===== config.mk =====
export PLATFORM = sky130hd
export DESIGN_NAME = pwm_peripheral
export DESIGN_NICKNAME = d
export VERILOG_FILES = /design/src/rtl/pwm_peripheral_pkg.sv /design/src/rtl/pwm_timebase.sv /design/src/rtl/pwm_peripheral.sv
export SDC_FILE = /design/constraint.sdc
export NUM_CORES = 1
export LEC_CHECK = 0
export ABC_AREA = 1
export CORE_ASPECT_RATIO = 1.1
export CORE_MARGIN = 10
export CORE_UTILIZATION = 41
export CTS_CLUSTER_DIAMETER = 120
export DETAILED_ROUTE_END_ITERATION = 16
export MAX_ROUTING_LAYER = met4
export PLACE_DENSITY = 0.73
export REMOVE_ABC_BUFFERS = 1
export SLEW_MARGIN = 20
export SYNTH_ARGS = -nofsm -noshare
export SYNTH_HDL_FRONTEND = slang
export SYNTH_SLANG_ARGS = --single-unit
export TNS_END_PERCENT = 50

===== constraint.sdc =====
create_clock -name clk -period 1.85 [get_ports clk]
set_clock_uncertainty 0.2 [all_clocks]
set_input_delay 0.37 -clock clk [delete_from_list [all_inputs] [get_ports clk]]
set_output_delay 0.37 -clock clk [all_outputs]
set_load 0.02 [all_outputs]

===== src/rtl/pwm_peripheral_pkg.sv =====
// Shared constants for the PWM peripheral and its timebase.
// Holds counter/pin widths, the full-duty code and the default clock divider.
package pwm_peripheral_pkg;

    localparam int PWM_CNT_W = 8;
    localparam int NUM_PINS = 16;
    localparam logic [PWM_CNT_W-1:0] DUTY_FULL = 8'hFF;

    // 10 MHz / (13 * 256) gives roughly a 3.0 kHz PWM period.
    localparam int CLK_DIV_DEFAULT = 13;

    // Prescaler width; a divider of 1 still needs a one-bit register.
    function automatic int pre_width(input int div);
        return (div > 1) ? $clog2(div) : 1;
    endfunction

endpackage


===== src/rtl/pwm_timebase.sv =====
// PWM timebase: prescaler, 8-bit period counter, double-buffered duty.
// Ports: clk, rst_n, duty_i (requested duty), pwm_raw_o, period_start_o.
module pwm_timebase
    import pwm_peripheral_pkg::*;
#(
    parameter int CLK_DIV = CLK_DIV_DEFAULT
) (
    input  logic                 clk,
    input  logic                 rst_n,
    input  logic [PWM_CNT_W-1:0] duty_i,
    output logic                 pwm_raw_o,
    output logic                 period_start_o
);

    localparam int PRE_W = pre_width(CLK_DIV);
    localparam logic [PRE_W-1:0] PRE_LAST = PRE_W'(CLK_DIV - 1);

    logic [PRE_W-1:0]     pre_q, pre_d;
    logic [PWM_CNT_W-1:0] cnt_q, cnt_d;
    logic [PWM_CNT_W-1:0] shadow_q, shadow_d;
    logic                 ps_q, ps_d;
    logic                 tick;
    logic                 wrap;

    assign tick = (pre_q == PRE_LAST);
    assign wrap = tick && (cnt_q == '1);

    // Duty is only latched on the period boundary so the waveform
    // never sees a partial period.
    always_comb begin
        pre_d    = tick ? '0 : pre_q + 1'b1;
        cnt_d    = tick ? cnt_q + 1'b1 : cnt_q;
        shadow_d = wrap ? duty_i : shadow_q;
        ps_d     = wrap;
    end

    always_ff @(posedge clk or negedge rst_n) begin
        if (!rst_n) begin
            pre_q    <= '0;
            cnt_q    <= '0;
            shadow_q <= '0;
            ps_q     <= 1'b0;
        end else begin
            pre_q    <= pre_d;
            cnt_q    <= cnt_d;
            shadow_q <= shadow_d;
            ps_q     <= ps_d;
        end
    end

    // Full-scale duty is special-cased so 0xFF has no low step at 255.
    assign pwm_raw_o = (shadow_q == DUTY_FULL) || (cnt_q < shadow_q);
    assign period_start_o = ps_q;

endmodule


===== src/rtl/pwm_peripheral.sv =====
// 16-pin PWM output block driven from the SPI register file.
// Ports: clk, rst_n, enable/mode/duty registers in, out_7_0/out_15_8, period_start.
module pwm_peripheral
    import pwm_peripheral_pkg::*;
#(
    parameter int CLK_DIV = CLK_DIV_DEFAULT
) (
    input  logic       clk,
    input  logic       rst_n,
    input  logic [7:0] en_reg_out_7_0,
    input  logic [7:0] en_reg_out_15_8,
    input  logic [7:0] en_reg_pwm_7_0,
    input  logic [7:0] en_reg_pwm_15_8,
    input  logic [7:0] pwm_duty_cycle,
    output logic [7:0] out_7_0,
    output logic [7:0] out_15_8,
    output logic       period_start
);

    logic [NUM_PINS-1:0] en;
    logic [NUM_PINS-1:0] pm;
    logic [NUM_PINS-1:0] out_q, out_d;
    logic                pwm_raw;

    pwm_timebase #(
        .CLK_DIV(CLK_DIV)
    ) u_timebase (
        .clk           (clk),
        .rst_n         (rst_n),
        .duty_i        (pwm_duty_cycle),
        .pwm_raw_o     (pwm_raw),
        .period_start_o(period_start)
    );

    assign en = {en_reg_out_15_8, en_reg_out_7_0};
    assign pm = {en_reg_pwm_15_8, en_reg_pwm_7_0};

    // Disabled pins are low; enabled pins are static high unless in
    // PWM mode, where all share the same phase-aligned waveform.
    always_comb begin
        out_d = en & (~pm | {NUM_PINS{pwm_raw}});
    end

    always_ff @(posedge clk or negedge rst_n) begin
        if (!rst_n) begin
            out_q <= '0;
        end else begin
            out_q <= out_d;
        end
    end

    assign out_7_0  = out_q[7:0];
    assign out_15_8 = out_q[15:8];

endmodule


# [Yosys cells after proc, flatten, opt, wreduce, memory -nomap -nowiden]
# Index checks and enable logic that the tools add are counted.
# Widths: inputs -> output; s select.
[totals] ff_bits=37 inputBits=42 out_inout_bits=17 word_cells=17
[op_classes] addsub=2 magnitude_cmp=1 eq_ne=3 muxes=1 n_bitwise=3 reduce_logical=2
[ops] operator="$and 16x16->16" count=1
[ops] operator="$eq 8x8->1 const B" count=2
[ops] operator="$not 16->16" count=1
[ops] operator="$or 16x16->16" count=1
[ops] operator="$add 8x1->8 const B" count=1
[ops] operator="$lt 8x8->1" count=1
[ops] operator="$add 4x1->4 const B" count=1
[ops] operator="$eq 4x4->1 const B" count=1
[ops] operator="$mux 4" count=1
[ops] operator="$logic_and 1x1->1" count=1
[ops] operator="$logic_or 1x1->1" count=1

# [Longest topological paths before layout]
# Gate-level depths: netlist of the first run.
[depth] depth_word=4 mapped_depth=12 mapped_depth_nobuf=11

# [Modules after synthesis]
# A second synthesis of the first run with hierarchy kept.
[unflattened] hier_cells=186 hier_area_um2=1809.2
[by_module_without_submodules] mod="pwm_timebase" instances=1 cells_each=136 area_per_inst_um2=1208.7 seq_area_each_um2=525.5
[by_module_without_submodules] mod="pwm_peripheral" instances=1 cells_each=50 area_per_inst_um2=600.6 seq_area_each_um2=400.4

# [Worst setup path after synthesis of the first run]
# Ideal clock, no wire load.
[synth_timing] path_type="register to register" startpoint="register u_timebase.cnt_q[5]" endpoint="register out_q[10]" setup_time_ps=63 arrival_time_ps=1477 required_ps=1587 path_slack_ps=111 path_stages_with_launch=10 path_buffers=1 synth_period_minus_slack_ps=1739 path_cell_list="dfrtp_1 > ha_1 > a21oi_1 > nor2_1 > nor3_1 > nand2_1 > buf_2 > nand3_1 > nand2_1 > inv_1"
[synth_via] elab_chain_len=4
[synth_rtl] element="start, declared" line_no="pwm_timebase.sv:19" text="logic [PWM_CNT_W-1:0] cnt_q, cnt_d;"
[synth_rtl] element="start signal, assigned" line_no="pwm_timebase.sv:45" text="cnt_q <= cnt_d;"
[synth_rtl] element="$lt 8x8->1" line_no="pwm_timebase.sv:52" text="assign pwm_raw_o = (shadow_q == DUTY_FULL) || (cnt_q < shadow_q);"
[synth_rtl] element="$logic_or 1x1->1" line_no="pwm_timebase.sv:52"
[synth_rtl] element="$or 16x16->16" line_no="pwm_peripheral.sv:41" text="out_d = en & (~pm | {NUM_PINS{pwm_raw}});"
[synth_rtl] element="$and 16x16->16" line_no="pwm_peripheral.sv:41"
[synth_rtl] element="via out_d[10]" line_no="pwm_peripheral.sv:22" text="logic [NUM_PINS-1:0] out_q, out_d;"
[synth_rtl] element="end signal, assigned" line_no="pwm_peripheral.sv:48" text="out_q <= out_d;"
[synth_rtl] element="end, declared" line_no="pwm_peripheral.sv:22"
# The timed path passes the listed nets, and every way through them passes these cells.
# A chain may end at the register's enable or synchronous reset.

# [Worst setup path after layout of the first run]
[layout_timing] startpoint="register u_timebase.shadow_q[5]" endpoint="register out_q[7]"
[layout_via] elab_chain_len=4 elab_cells_between_ends=5 cone_classes="order compare: 1; eq/ne: 1; bitwise: 2; reduce/logical: 1"
[layout_rtl] element="start, declared" line_no="pwm_timebase.sv:20" text="logic [PWM_CNT_W-1:0] shadow_q, shadow_d;"
[layout_rtl] element="start signal, assigned" line_no="pwm_timebase.sv:46" text="shadow_q <= shadow_d;"
[layout_rtl] element="$lt 8x8->1 or $eq 8x8->1 (tied branches)" line_no="pwm_timebase.sv:52"
[layout_rtl] element="$logic_or 1x1->1 (*)" line_no="pwm_timebase.sv:52"
[layout_rtl] element="$or 16x16->16 (*)" line_no="pwm_peripheral.sv:41"
[layout_rtl] element="$and 16x16->16 (*)" line_no="pwm_peripheral.sv:41"
[layout_rtl] element="via out_d[7]" line_no="pwm_peripheral.sv:22"
# The timed path passes the listed nets; every way through them passes the cells marked *.

==> flow_summary.ini, run 1 <==
[setup_path]
cp.arrival_ns = 1.83
worst-path-max-fanout = 8
timing.critical_path.to_type = flop
worstSetupStartpoint = u_timebase.shadow_q[5]
cp_top_family = simple AND/OR/NAND/NOR gates
max_stage_delay_ns = 0.39
cp_cell_sequence = inv_2 > ha_4 > a21oi_2 > nor2_2 > nor3_2 > nand2_2 > clkbuf_16 > nand3_1 > nand2_1 > inv_1
crit_slowest_cell = dfrtp_1
path_buf_inv = 3
timing.rr.start = u_timebase.shadow_q[5]
worstPathRequired_ns = 1.87
crit_type = flop to flop
startpoint_type = flop

[finish]
post-route-cell-area_mm2 = 0.00272
final_core_util_pct = 67.2
synthToLayoutAreaGrowth_pct = 54.8
drive_above_1_share_pct = 16.3
nNetsFinal = 328
diodes = 0

[synth]
syn_avg_cell_area_um2 = 8.88
syn_inst = 198
synth.yosys.seq_area_share_pct = 52.6
ys.flop_type = dfrtp_1
yosys.area.top_type = dfrtp_1
synth_edf_count = 0
ys_types = 21
ys_warn_count = 0
synth-seq-cells = 37
ys_top_cells_by_area = dfrtp_1 53%, nand2_1 13%, inv_1 7.7%, ha_1 7.1%, nand3_1 4.8%
synthesis.area_mm2 = 0.00176
async_reset_ff_share_pct = 100
yosys-top-cells-count = 63 x nand2_1, 37 x dfrtp_1, 36 x inv_1, 17 x nand3_1, 10 x ha_1
synth_top_area_share_pct = 52.6
yosysMostFrequentCell = nand2_1

[die]
die-area_mm2 = 0.00731
start_util_pct = 43.4
die_w_um = 82.5
design.portCount = 59
fp-row-count = 24
die_h_um = 88.7
coreArea_mm2 = 0.00405

[min_path]
min_from = u_timebase.shadow_q[5]
hp-class = flop to flop

[clock_network]
cts_htree_levels = 2
path_clk_slew_ns = 0.07
numCtsBuffers = 5
clockBufferDepth = 2
cts_tree = yes
clock_latency_ns = 0.28
cts_root_buffer = clkbuf_8
cts_sinks = 37

[route]
wire_per_inst_um = 13.1
vias = 1475
ant_nets = 0
detail_route.first_pass.iterations = 3
wl_um = 4310
drt_iter0_drc = 60
viasPerCell = 4.50
drc_errors = 0

[pwr]
pwr-share-seq_pct = 53.1
vdd_ir_drop_max_v = 0.000384
pwr_density_cell_mw_per_mm2 = 574
pwr-share-clk_pct = 35.1
combPwrFrac_pct = 11.7
internal_power_w = 0.00124
switchingPower_w = 0.000326
p_sw_share_pct = 20.9
p_leak_nw = 1.40

[grt]
grt_use_total_pct = 12.2
grt_pass1_vias = 1476
overflow = 0
grt_max_degree = 21
grt_pass1_wl_um = 6690
antenna_found_initial = 0

[timing]
fmax_ghz = 0.551
rsz0062_at_grt = true
slew_headroom_pct = 72.1
period_needed_ns = 1.81
fin_crit_sh_pct = 98.1
finalSetupViolCount = 0
hold_viol_final = 0
maxSlewViolCount = 0
tightest_slew_ns = 0.419

[place]
dpl-instance-area_mm2 = 0.00250
portBuffers = 58
gp_congestion = 0.867
dp_hpwl_um = 3290

[run_status]
outcome = finished, final reports clean

[flow_run]
cap_violations = 0
==> repair_timing <==
| action | in CTS | in global routing |
|---|---|---|
| hold buffers | 1 | 0 |
| gates resized for setup | 0 | 19 |
| setup endpoints to repair | 0 | 27 |
| buffers inserted | 0 | 4 |
| hold endpoints to repair | 17 | 0 |
==> path summary, 6_finish.rpt <==
check                                          to  slack, ns  cells after the start
max                                      out_q[7]       0.04                     10
min                        u_timebase.shadow_q[5]       0.31                      2
max reg2reg                              out_q[7]       0.04                     10
min reg2reg                u_timebase.shadow_q[5]       0.31                      2
max in group asynchronous     u_timebase.cnt_q[7]       0.66                      3
min in group asynchronous     u_timebase.cnt_q[6]       0.35                      2
==> cell families (layout without fill, tap and decap cells) <==
group / Yosys count / in the layout / share of synthesized area [%]
simple gates: 98 / 98 / 26.2
buf+inv: 40 / 118 / 8.61
flops: 37 / 37 / 52.6
fa+ha+maj: 10 / 10 / 7.11
xor+xnor: 8 / 8 / 3.98
compound gates: 5 / 5 / 1.42
==> area by class of cell <==
type                    count  area, um2
clock buffers               7       86.3
fillers                   332       1330
inverters                  38        143
multi-input cells         121        756
flip-flops and latches     37        926
well taps                  52       65.1
repair buffers             73        748
==> flip-flops by register name, summed over array words and instances, names as in the netlist <==
register	count
out_q	16
u_timebase.cnt_q	8
u_timebase.shadow_q	8
u_timebase.pre_q	4
u_timebase.period_start_o	1
==> layout by cell type (no fill, tap or decap) <==
cell type	instances
a21oi_1	2
a21oi_2	1
buf_12	3
buf_2	1
buf_4	10
clkbuf_1	1
clkbuf_16	1
clkbuf_8	6
clkdlybuf4s50_1	56
dfrtp_1	37
dlygate4sd3_1	1
dlymetal6s2s_1	1
ha_1	8
ha_4	2
inv_1	33
inv_2	5
nand2_1	60
nand2_2	3
nand2_4	2
nand3_1	13
nand3_2	4
nand3_4	1
nand4_1	2
nor2_1	3
nor2_2	1
nor2_4	1
nor2_8	1
nor3_1	4
nor3_2	2
nor3_4	1
o21ai_0	2
xnor2_1	2
xor2_1	6
==> layer usage <==
layer  global-route usage, %  up-vias  part of all wire, %
li1                        -      754                    -
met1                    13.7      678                   43
met2                    19.4       38                   51
met3                    5.07        5                  5.3
met4                    3.72        0                  1.1
met5                       -        -                    0
==> power by group through the flow <==
stage / Sequential, W / Clock (W) / Combinational, W
finish: 0.000831 / 0.000549 / 0.000183
global route: 0.000832 / 0.000601 / 0.000199
CTS: 0.000831 / 0.000574 / 0.000186
detailed placement: 0.000846 / 0 / 0.000184
global placement: 0.000846 / 0 / 0.000182
floorplan: 0.000870 / 0 / 0.0000129
==> through the flow <==
step	instances	hold WS, ns	total power (W)	setup slack [ns]	setup TNS [ns]
after floorplan	196	-0.126	0.000883	0.112	0
after global placement	315	0.126	0.00103	0.117	0
after detailed placement	315	0.127	0.00103	0.0464	0
after CTS	323	0.295	0.00159	0.0258	0
after global routing	328	0.339	0.00163	-0.0598	-0.862
final	328	0.307	0.00156	0.0360	0
==> worst register-to-register path: stages (launching register included) <==
cell	delay, ns
dfrtp_1	0.39
inv_2	0.08
ha_4	0.21
a21oi_2	0.15
nor2_2	0.06
nor3_2	0.19
nand2_2	0.13
clkbuf_16	0.19
nand3_1	0.07
nand2_1	0.05
inv_1	0.04
Power figures use the tool's default switching activity.
==> run 2: changes to the inputs <==
--- a/config.mk
+++ b/config.mk
@@ -13,7 +13,6 @@
 export DETAILED_ROUTE_END_ITERATION = 16
 export MAX_ROUTING_LAYER = met4
 export PLACE_DENSITY = 0.73
-export REMOVE_ABC_BUFFERS = 1
 export SLEW_MARGIN = 20
 export SYNTH_ARGS = -nofsm -noshare
 export SYNTH_HDL_FRONTEND = slang
==> run 2 against run 1 <==
  * Cell area up 0.96%
  * First-iteration DRC count up 6.7%
  * Combinational power about the same
  * Cell count is 2.4% higher
  * Worst hold slack got worse by 0.0030 ns
  * Critical path depth shrank 9
  * Largest cell class unchanged
  * Critical endpoint is now out_7_0[6]
  * Sequential cell count unchanged
  * Largest power group unchanged
  * Register-to-register slack gained 0.05 ns
  * Core utilization up 0.65 points
==> flow_summary.ini, run 2 (same netlist as run 1, synthesis figures left out) <==
[timing]
hold_viol_final = 0
slew_headroom_pct = 71.1
fin_crit_sh_pct = 97.7
finalSetupViolCount = 0
tightest_slew_ns = 0.433
period_needed_ns = 1.81
maxSlewViolCount = 0
fmax_ghz = 0.553

[clock_network]
cts_htree_levels = 2
clockBufferDepth = 2
cts_sinks = 37
numCtsBuffers = 5
clock_latency_ns = 0.29
cts_tree = yes
cts_root_buffer = clkbuf_8
path_clk_slew_ns = 0.07

[place]
gp_congestion = 0.806
dpl-instance-area_mm2 = 0.00248
dp_hpwl_um = 3450
portBuffers = 58
post-place-cells = 316

[pwr]
pwr_density_cell_mw_per_mm2 = 574
vdd_ir_drop_max_v = 0.000400
p_leak_nw = 1.44

[finish]
reg_top3 = out_q (16), u_timebase.cnt_q (8), u_timebase.shadow_q (8)
drive_above_1_share_pct = 17.3
largest-register = out_q
final_core_util_pct = 67.8
post-route-cell-area_mm2 = 0.00275
synthToLayoutAreaGrowth_pct = 56.3
final_cell_mix = 60 x nand2_1, 55 x clkdlybuf4s50_1, 37 x dfrtp_1
final_common_cell = nand2_1
fin_cells = 336
largest_reg_flops = 16
fillers = 313
nNetsFinal = 336
diodes = 0

[route]
wl_met1_um = 1740
ant_nets = 0
dr_wl_met2_um = 2320
met3_length_um = 394
vias = 1553
viasPerCell = 4.62
maxUsedRoutingLayer = met4
detail_route.first_pass.iterations = 4
drc_errors = 0
wire_per_inst_um = 13.6
drt_iter0_drc = 64
wl_um = 4590

[setup_path]
worstPathRequired_ns = 1.28
worst-path-max-fanout = 1
cp_cell_sequence = clkdlybuf4s50_1
crit_type = flop to output pin
r2r_setup_slack_ns = 0.09
reg2regPathDepth = 11
cp.arrival_ns = 1.24
regToRegEndpoint = u_timebase.shadow_q[1]
startpoint_type = flop
cp.depth = 1
max_stage_delay_ns = 0.64
timing.critical_path.to_type = output pin
worstSetupStartpoint = out_q[6]
timing.rr.start = u_timebase.pre_q[0]
path_buf_inv = 1
endpoint = out_7_0[6]
crit_slowest_cell = clkdlybuf4s50_1
cp_top_family = buffers and inverters

[die]
die_w_um = 82.5
die_h_um = 88.7
fp-row-count = 24
start_util_pct = 43.4
die-area_mm2 = 0.00731
design.portCount = 59
coreArea_mm2 = 0.00405

[synth]
syn-num-nets = 250

[min_path]
hp-class = flop to flop

[grt]
grt_max_degree = 20
grt_pass1_wl_um = 7250
overflow = 0
grt_use_total_pct = 13.4
antenna_found_initial = 0
grt_pass1_vias = 1664

[flow_run]
cap_violations = 0

[run_status]
outcome = finished, final reports clean
run 2: changes by cell type in the layout (fill, tap and decap cells not counted), sizes merged:
cell,change
dlymetal6s2s,+1
buf,+8
clkdlybuf4s50,-1
run 2: worst min path at each step:
| stage | startpoint | to | slack, ns | cells after the start |
|---|---|---|---|---|
| after detailed placement | rst_n | u_timebase.pre_q[2] | 0.14 | 1 |
| after CTS | u_timebase.shadow_q[5] | u_timebase.shadow_q[5] | 0.29 | 2 |
| after floorplan | rst_n | out_q[0] | -0.13 | 0 |
| after global routing | u_timebase.shadow_q[4] | u_timebase.shadow_q[4] | 0.33 | 2 |
| after global placement | rst_n | u_timebase.pre_q[3] | 0.13 | 1 |
| final | u_timebase.shadow_q[4] | u_timebase.shadow_q[4] | 0.30 | 2 |
run 2: metal layers:
layer	vias up	global-route usage (%)
met5	-	-
met4	0	5.57
met3	12	7.10
met2	52	20.8
met1	714	13.8
li1	775	-
run 2: cell type report:
class	count	area (um2)	area share (%)
multi-input cells	121	737	26.8
well taps	52	65.1	2.37
flip-flops and latches	37	926	33.7
repair buffers	81	793	28.8
clock buffers	7	86.3	3.14
inverters	38	143	5.19
run 2: power breakdown:
group	total (W)	switching [W]	internal (W)
clock network	0.000567	0.000272	0.000296
registers	0.000830	0.00000410	0.000826
logic	0.000182	0.0000686	0.000114
total	0.00158	0.000345	0.00124
run 2: per-stage QoR:
| step | power (W) | hold WS (ns) | setup TNS (ns) | worst slack, ns |
|---|---|---|---|---|
| final | 0.00158 | 0.304 | 0 | 0.0420 |
| after global routing | 0.00165 | 0.328 | -0.0859 | -0.0221 |
| after CTS | 0.00160 | 0.285 | 0 | 0.000706 |
| after detailed placement | 0.00103 | 0.142 | -0.444 | -0.0746 |
| after global placement | 0.00103 | 0.133 | 0 | 0.0375 |
| after floorplan | 0.000883 | -0.126 | 0 | 0.111 |
run 2: what timing repair did:
action | 4_1_cts | 5_1_grt
pin swaps | 4 | 4
gates cloned | 0 | 1
setup endpoints to repair | 8 | 25
buffers inserted | 6 | 5
gates resized for setup | 8 | 10
hold buffers | 1 | 0
hold endpoints to repair | 17 | 0
